===== src/rtl/pc_fetch_unit.sv =====
// pc_fetch_unit: IF-stage program counter with branch/jump select, run/step/halt control and optional fetch trace
// Ports: i_clock/i_reset (sync, active-high); i_enable, i_step_mode, i_step_req from the debug unit;
// i_stall from the stall unit; i_branch_taken/i_branch_target, i_jump/i_jump_target redirects;
// i_halt decoded HALT; o_pc, o_pc_next_seq, o_advance, o_step_ack, o_halted;
// i_trace_idx, o_trace_pc, o_trace_count are live only when PC_TRACE_EN is defined, tied to 0 otherwise.
module pc_fetch_unit #(
  parameter int unsigned        PC_SIZE     = 32,
  parameter logic [PC_SIZE-1:0] PC_INC      = 4,
  parameter logic [PC_SIZE-1:0] RESET_PC    = '0,
  parameter int unsigned        TRACE_DEPTH = 8
) (
  input  logic                           i_clock,
  input  logic                           i_reset,
  input  logic                           i_enable,
  input  logic                           i_step_mode,
  input  logic                           i_step_req,
  input  logic                           i_stall,
  input  logic                           i_branch_taken,
  input  logic [PC_SIZE-1:0]             i_branch_target,
  input  logic                           i_jump,
  input  logic [PC_SIZE-1:0]             i_jump_target,
  input  logic                           i_halt,
  output logic [PC_SIZE-1:0]             o_pc,
  output logic [PC_SIZE-1:0]             o_pc_next_seq,
  output logic                           o_advance,
  output logic                           o_step_ack,
  output logic                           o_halted,
  input  logic [$clog2(TRACE_DEPTH)-1:0] i_trace_idx,
  output logic [PC_SIZE-1:0]             o_trace_pc,
  output logic [$clog2(TRACE_DEPTH):0]   o_trace_count
);
  typedef enum logic [1:0] {RUN, STEP_IDLE, STEP_WAIT, HALTED} state_t;
  state_t state_q, state_d;
  logic [PC_SIZE-1:0] pc_q, pc_d;
  logic step_ack_q, step_ack_d, grant;
  assign o_pc = pc_q;
  assign o_pc_next_seq = pc_q + PC_INC;
  assign o_step_ack = step_ack_q;
  assign o_halted = state_q == HALTED;
  // grant = the PC would move this cycle if no HALT were decoded; a halting grant still acks a step
  always_comb begin
    grant = ~i_stall & (state_q == RUN ? i_enable : state_q == STEP_IDLE ? i_step_req : 1'b0);
    o_advance = grant & ~i_halt;
    pc_d = ~o_advance ? pc_q : i_branch_taken ? i_branch_target : i_jump ? i_jump_target : o_pc_next_seq;
    step_ack_d = grant & (state_q == STEP_IDLE);
    state_d = state_q;
    case (state_q)
      RUN:       state_d = grant & i_halt ? HALTED : i_step_mode ? STEP_IDLE : RUN;
      STEP_IDLE: state_d = grant ? (i_halt ? HALTED : STEP_WAIT) : i_step_mode ? STEP_IDLE : RUN;
      STEP_WAIT: state_d = i_step_req ? STEP_WAIT : STEP_IDLE;
      default:   state_d = HALTED;
    endcase
  end
  always_ff @(posedge i_clock) begin
    if (i_reset) begin
      state_q <= RUN;
      pc_q <= RESET_PC;
      step_ack_q <= 1'b0;
    end else begin
      state_q <= state_d;
      pc_q <= pc_d;
      step_ack_q <= step_ack_d;
    end
  end
`ifdef PC_TRACE_EN
  localparam int IW = $clog2(TRACE_DEPTH);
  logic [PC_SIZE-1:0] trace_mem_q [TRACE_DEPTH];
  logic [PC_SIZE-1:0] trace_mem_d [TRACE_DEPTH];
  logic [IW-1:0] wptr_q, wptr_d, rd_idx;
  logic [IW:0] count_q, count_d;
  // entries past the valid count read as 0, so the memory itself needs no reset
  always_comb begin
    trace_mem_d = trace_mem_q;
    if (o_advance) trace_mem_d[wptr_q] = pc_d;
    wptr_d = o_advance ? wptr_q + 1'b1 : wptr_q;
    count_d = o_advance && count_q != (IW+1)'(TRACE_DEPTH) ? count_q + 1'b1 : count_q;
    rd_idx = wptr_q - 1'b1 - i_trace_idx;
    o_trace_pc = {1'b0, i_trace_idx} < count_q ? trace_mem_q[rd_idx] : '0;
  end
  assign o_trace_count = count_q;
  always_ff @(posedge i_clock) trace_mem_q <= trace_mem_d;
  always_ff @(posedge i_clock) begin
    if (i_reset) begin
      wptr_q <= '0;
      count_q <= '0;
    end else begin
      wptr_q <= wptr_d;
      count_q <= count_d;
    end
  end
`else
  logic unused_trace_idx;
  assign unused_trace_idx = ^i_trace_idx;
  assign o_trace_pc = '0;
  assign o_trace_count = '0;
`endif
endmodule


===== config.mk =====
export PLATFORM = sky130hd
export DESIGN_NAME = pc_fetch_unit
export DESIGN_NICKNAME = d
export VERILOG_FILES = /design/src/rtl/pc_fetch_unit.sv
export SDC_FILE = /design/constraint.sdc
export NUM_CORES = 1
export LEC_CHECK = 0
export CELL_PAD_IN_SITES_DETAIL_PLACEMENT = 0
export CELL_PAD_IN_SITES_GLOBAL_PLACEMENT = 1
export CORE_UTILIZATION = 26
export CTS_CLUSTER_DIAMETER = 60
export DETAILED_ROUTE_END_ITERATION = 12
export PLACE_DENSITY = 0.87
export SLEW_MARGIN = 0
export SYNTH_ARGS = -nofsm -noshare
export SYNTH_HDL_FRONTEND = slang
export SYNTH_SLANG_ARGS = --single-unit

===== constraint.sdc =====
create_clock -name i_clock -period 3.15 [get_ports i_clock]
set_input_delay 0.63 -clock i_clock [delete_from_list [all_inputs] [get_ports i_clock]]
set_output_delay 0.63 -clock i_clock [all_outputs]
set_load 0.01 [all_outputs]

==> results of run 1 <==
[cells in the final DEF (no fill, tap or decap), types with 7 or more instances in the layout]
master | synthesis | final
xnor2_1 | 16 | 16
nor3_1 | 8 | 8
nand2_1 | 36 | 36
buf_4 | 38 | 43
conb_1 | 1 | 36
o211ai_1 | 7 | 7
nand3_1 | 14 | 13
inv_1 | 12 | 12
nand4_1 | 9 | 9
nor4_1 | 9 | 8
nor2_1 | 34 | 32
xor2_1 | 12 | 12
a21oi_1 | 26 | 26
clkdlybuf4s50_1 | 0 | 134
dfxtp_1 | 35 | 33
o21ai_0 | 18 | 18
[power by group through the flow]
stage | combinational [mW] | clock (mW) | sequential (mW)
3_3_place_gp | 0.405 | 0 | 0.494
5_1_grt | 0.440 | 0.563 | 0.490
4_1_cts | 0.410 | 0.548 | 0.486
2_1_floorplan | 0.197 | 0 | 0.507
6_report | 0.408 | 0.540 | 0.487
3_5_place_dp | 0.407 | 0 | 0.495
[layout make-up]
| cell class | count | area [um^2] | area share |
|---|---|---|---|
| timing repair buffer | 182 | 1720 | 0.356 |
| inverter | 12 | 45.0 | 0.00930 |
| tap | 143 | 179 | 0.0369 |
| multi-input combinational | 332 | 2040 | 0.421 |
| sequential | 35 | 703 | 0.145 |
| clock buffer | 8 | 156 | 0.0323 |
[worst paths after layout]
kind | startpoint | to | slack [ps] | cells after the start
setup / recovery | o_pc[2]$_SDFFE_PP0P_ | o_pc_next_seq[20] | 80 | 7
hold / removal | o_pc[3]$_SDFFE_PP0P_ | o_pc[3]$_SDFFE_PP0P_ | 500 | 2
setup reg to reg | o_pc[4]$_SDFFE_PP0P_ | o_pc[17]$_SDFFE_PP0P_ | 830 | 7
hold reg to reg | o_pc[3]$_SDFFE_PP0P_ | o_pc[3]$_SDFFE_PP0P_ | 500 | 2
[per-stage QoR]
stage	power [mW]	hold slack, ps	area (um^2)	utilization	setup slack, ps
2_1_floorplan	0.703	471	3160	-	530
3_3_place_gp	0.899	498	4630	0.407	206
3_5_place_dp	0.903	515	4630	0.407	213
4_1_cts	1.44	523	4800	0.422	10.1
5_1_grt	1.49	520	4840	0.426	-26.7
6_report	1.44	500	4840	0.426	76.6
[worst min-delay path, cell delays in order, from the launching register on]
cell and delay (ps):
dfxtp_2 340, nand2_1 60, a21oi_1 60
[registers in the layout (all words and copies together), names as in the netlist]
signal and count:
o_pc 32, o_step_ack 1, state_q 2
[metal layers]
layer,wire (um),vias up,global-route usage
li1,-,1747,-
met5,0,-,0
met3,1010,26,0.0498
met2,5570,164,0.322
met1,4810,1691,0.215
met4,299,0,0.0810
[kinds of logic (layout without fill, tap and decap cells)]
kind of cell | Yosys count | count (layout) | share of synthesized area
buffers and inverters | 81 | 202 | 0.149
flip-flops | 35 | 35 | 0.232
AO/OA/AOI/OAI | 109 | 109 | 0.247
adder cells (fa/ha/maj) | 1 | 1 | 0.00414
other | 1 | 36 | 0.00124
multiplexers | 4 | 4 | 0.0137
XOR/XNOR | 28 | 28 | 0.0811
AND/OR/NAND/NOR | 154 | 154 | 0.273
[repair_timing]
item	CTS	global route
setup endpoints to repair	5	9
pin swaps	0	1
cloned	0	0
gates resized for setup	5	10
buffers inserted	0	2
[synthesized netlist by cell type, types with 3 or more instances]
master     number  area share
xor2_1         12       0.035
xnor2_1        16       0.046
and4_1          5       0.014
o221ai_1        4       0.012
a211o_1         3      0.0087
a22oi_1         6       0.015
a2bb2oi_1       3      0.0087
or3_1           6       0.012
or4_1           3      0.0074
o22ai_1         5       0.010
nor2_1         34       0.042
or2_2           3      0.0062
a31oi_1         4      0.0083
nand2_1        36       0.045
and3_1          5       0.010
a21oi_1        26       0.043
nor3_1          8       0.013
a221o_1         3      0.0099
mux2i_1         3      0.0099
buf_2           3      0.0050
dfxtp_1        35        0.23
a211oi_1        6       0.015
o211ai_1        7       0.017
nor4_1          9       0.019
o21ai_0        18       0.030
nor2b_1         3      0.0062
and2_1          4      0.0083
a22o_1          6       0.017
nand3_1        14       0.023
clkbuf_1       28       0.035
buf_4          38       0.094
a222oi_1        3      0.0099
nand4_1         9       0.019
inv_1          12       0.015
==> flow_summary.ini, run 1 <==
[timing]
worst_slew_pin_slew_ps = 536
fin_crit_ps = 3070
fin_skew_ps = 6.42
finalSetupViolCount = 0
slew_headroom = 0.640
slew_viol_final = 0
rsz0062_at_grt = true
finalHoldViolCount = 0
finalCritPeriodShare = 0.976
setup_tns_ps = 0
fmax_ghz = 0.325

[yosys]
yosysUniqueCellTypes = 56
syn-cell-area_mm2 = 0.00302
synth.avg_cell_area_um2 = 7.32
ys_seq_elements = 35
seq_area_frac_synth = 0.232
syn-instance-count = 413
synth_ff_type = dfxtp_1
ys_warn_count = 0
synth_edf_count = 0
synthArstFlopShare = 0

[cells_and_area]
diodes = 0
fillCellCount = 1154
nNetsFinal = 645
finalNonFillerCells = 712
drive_gt1_frac = 0.123
area_growth_pct = 60.2

[grt]
grt_pass1_wl_mm = 17.2
antenna_found_initial = 0
grt_overflow = 0
first_global_vias = 3496
grt.total_usage = 0.186
grt_max_degree = 42

[clocking]
hold_buffers = 0
htree_levels = 2
insertion_delay_ps = 290
cts_made_buffers = 5
tritoncts = built
cts_root_buffer = clkbuf_16
cts.sinks = 35
clock_tree.buffer_depth = 2
path_clk_slew_ps = 60

[job]
max-cap-violations = 0

[outcome]
outcome = complete, no violations

[placement]
dp_hpwl_mm = 8.77
portBuffers = 139
place_congestion = 0.846
dp_cells = 702

[detailed_routing]
drt_iter0_markers = 218
dr_total_vias = 3628
post_drt_wl_per_cell_um = 16.4
ant_nets = 0
firstDrtPassIters = 5
drc = 0
wl_mm = 11.7
routed_via_density = 5.10

[worst_setup_path]
cp_max_fo = 8
worstPathArrival_ps = 2440
critical_path_required_ps = 2520
start_kind = flop
critical_path_class = flop to output port
cp_slowest_cell = clkdlybuf4s50_1
cp_top_family = buffers and inverters
max_stage_delay_ps = 550
critPathBufInv = 2
crit_chain = ha_1 > nand3_2 > or2_2 > nor4_2 > buf_4 > xor2_1 > clkdlybuf4s50_1
critPathCaptureType = output port

[floorplan]
die_x_um = 110
fp.dieH_um = 110
row_count = 39
ios = 179
die_area_mm2 = 0.0121
initial_core_util = 0.266
core_area_mm2 = 0.0114

[pwr]
p_comb_frac = 0.285
ir_drop_mv = 0.171
leakagePower_nw = 1.92
netSwitchingPower_mw = 0.414
switching_share = 0.289
p_clk_frac = 0.376
powerDensity_mw_per_mm2 = 296
internal_power_mw = 1.02
power_frac_seq = 0.339

[min_path]
hold_class = flop to flop
No activity file was read; power rests on OpenSTA's default activity.
==> run 2, diff against run 1 <==
--- a/config.mk
+++ b/config.mk
@@ -7,6 +7,7 @@
 export LEC_CHECK = 0
 export CELL_PAD_IN_SITES_DETAIL_PLACEMENT = 0
 export CELL_PAD_IN_SITES_GLOBAL_PLACEMENT = 1
+export CORE_MARGIN = 1
 export CORE_UTILIZATION = 26
 export CTS_CLUSTER_DIAMETER = 60
 export DETAILED_ROUTE_END_ITERATION = 12
==> results of run 2 <==
No change in the layout: final DEF, timing and power equal those of run 1.
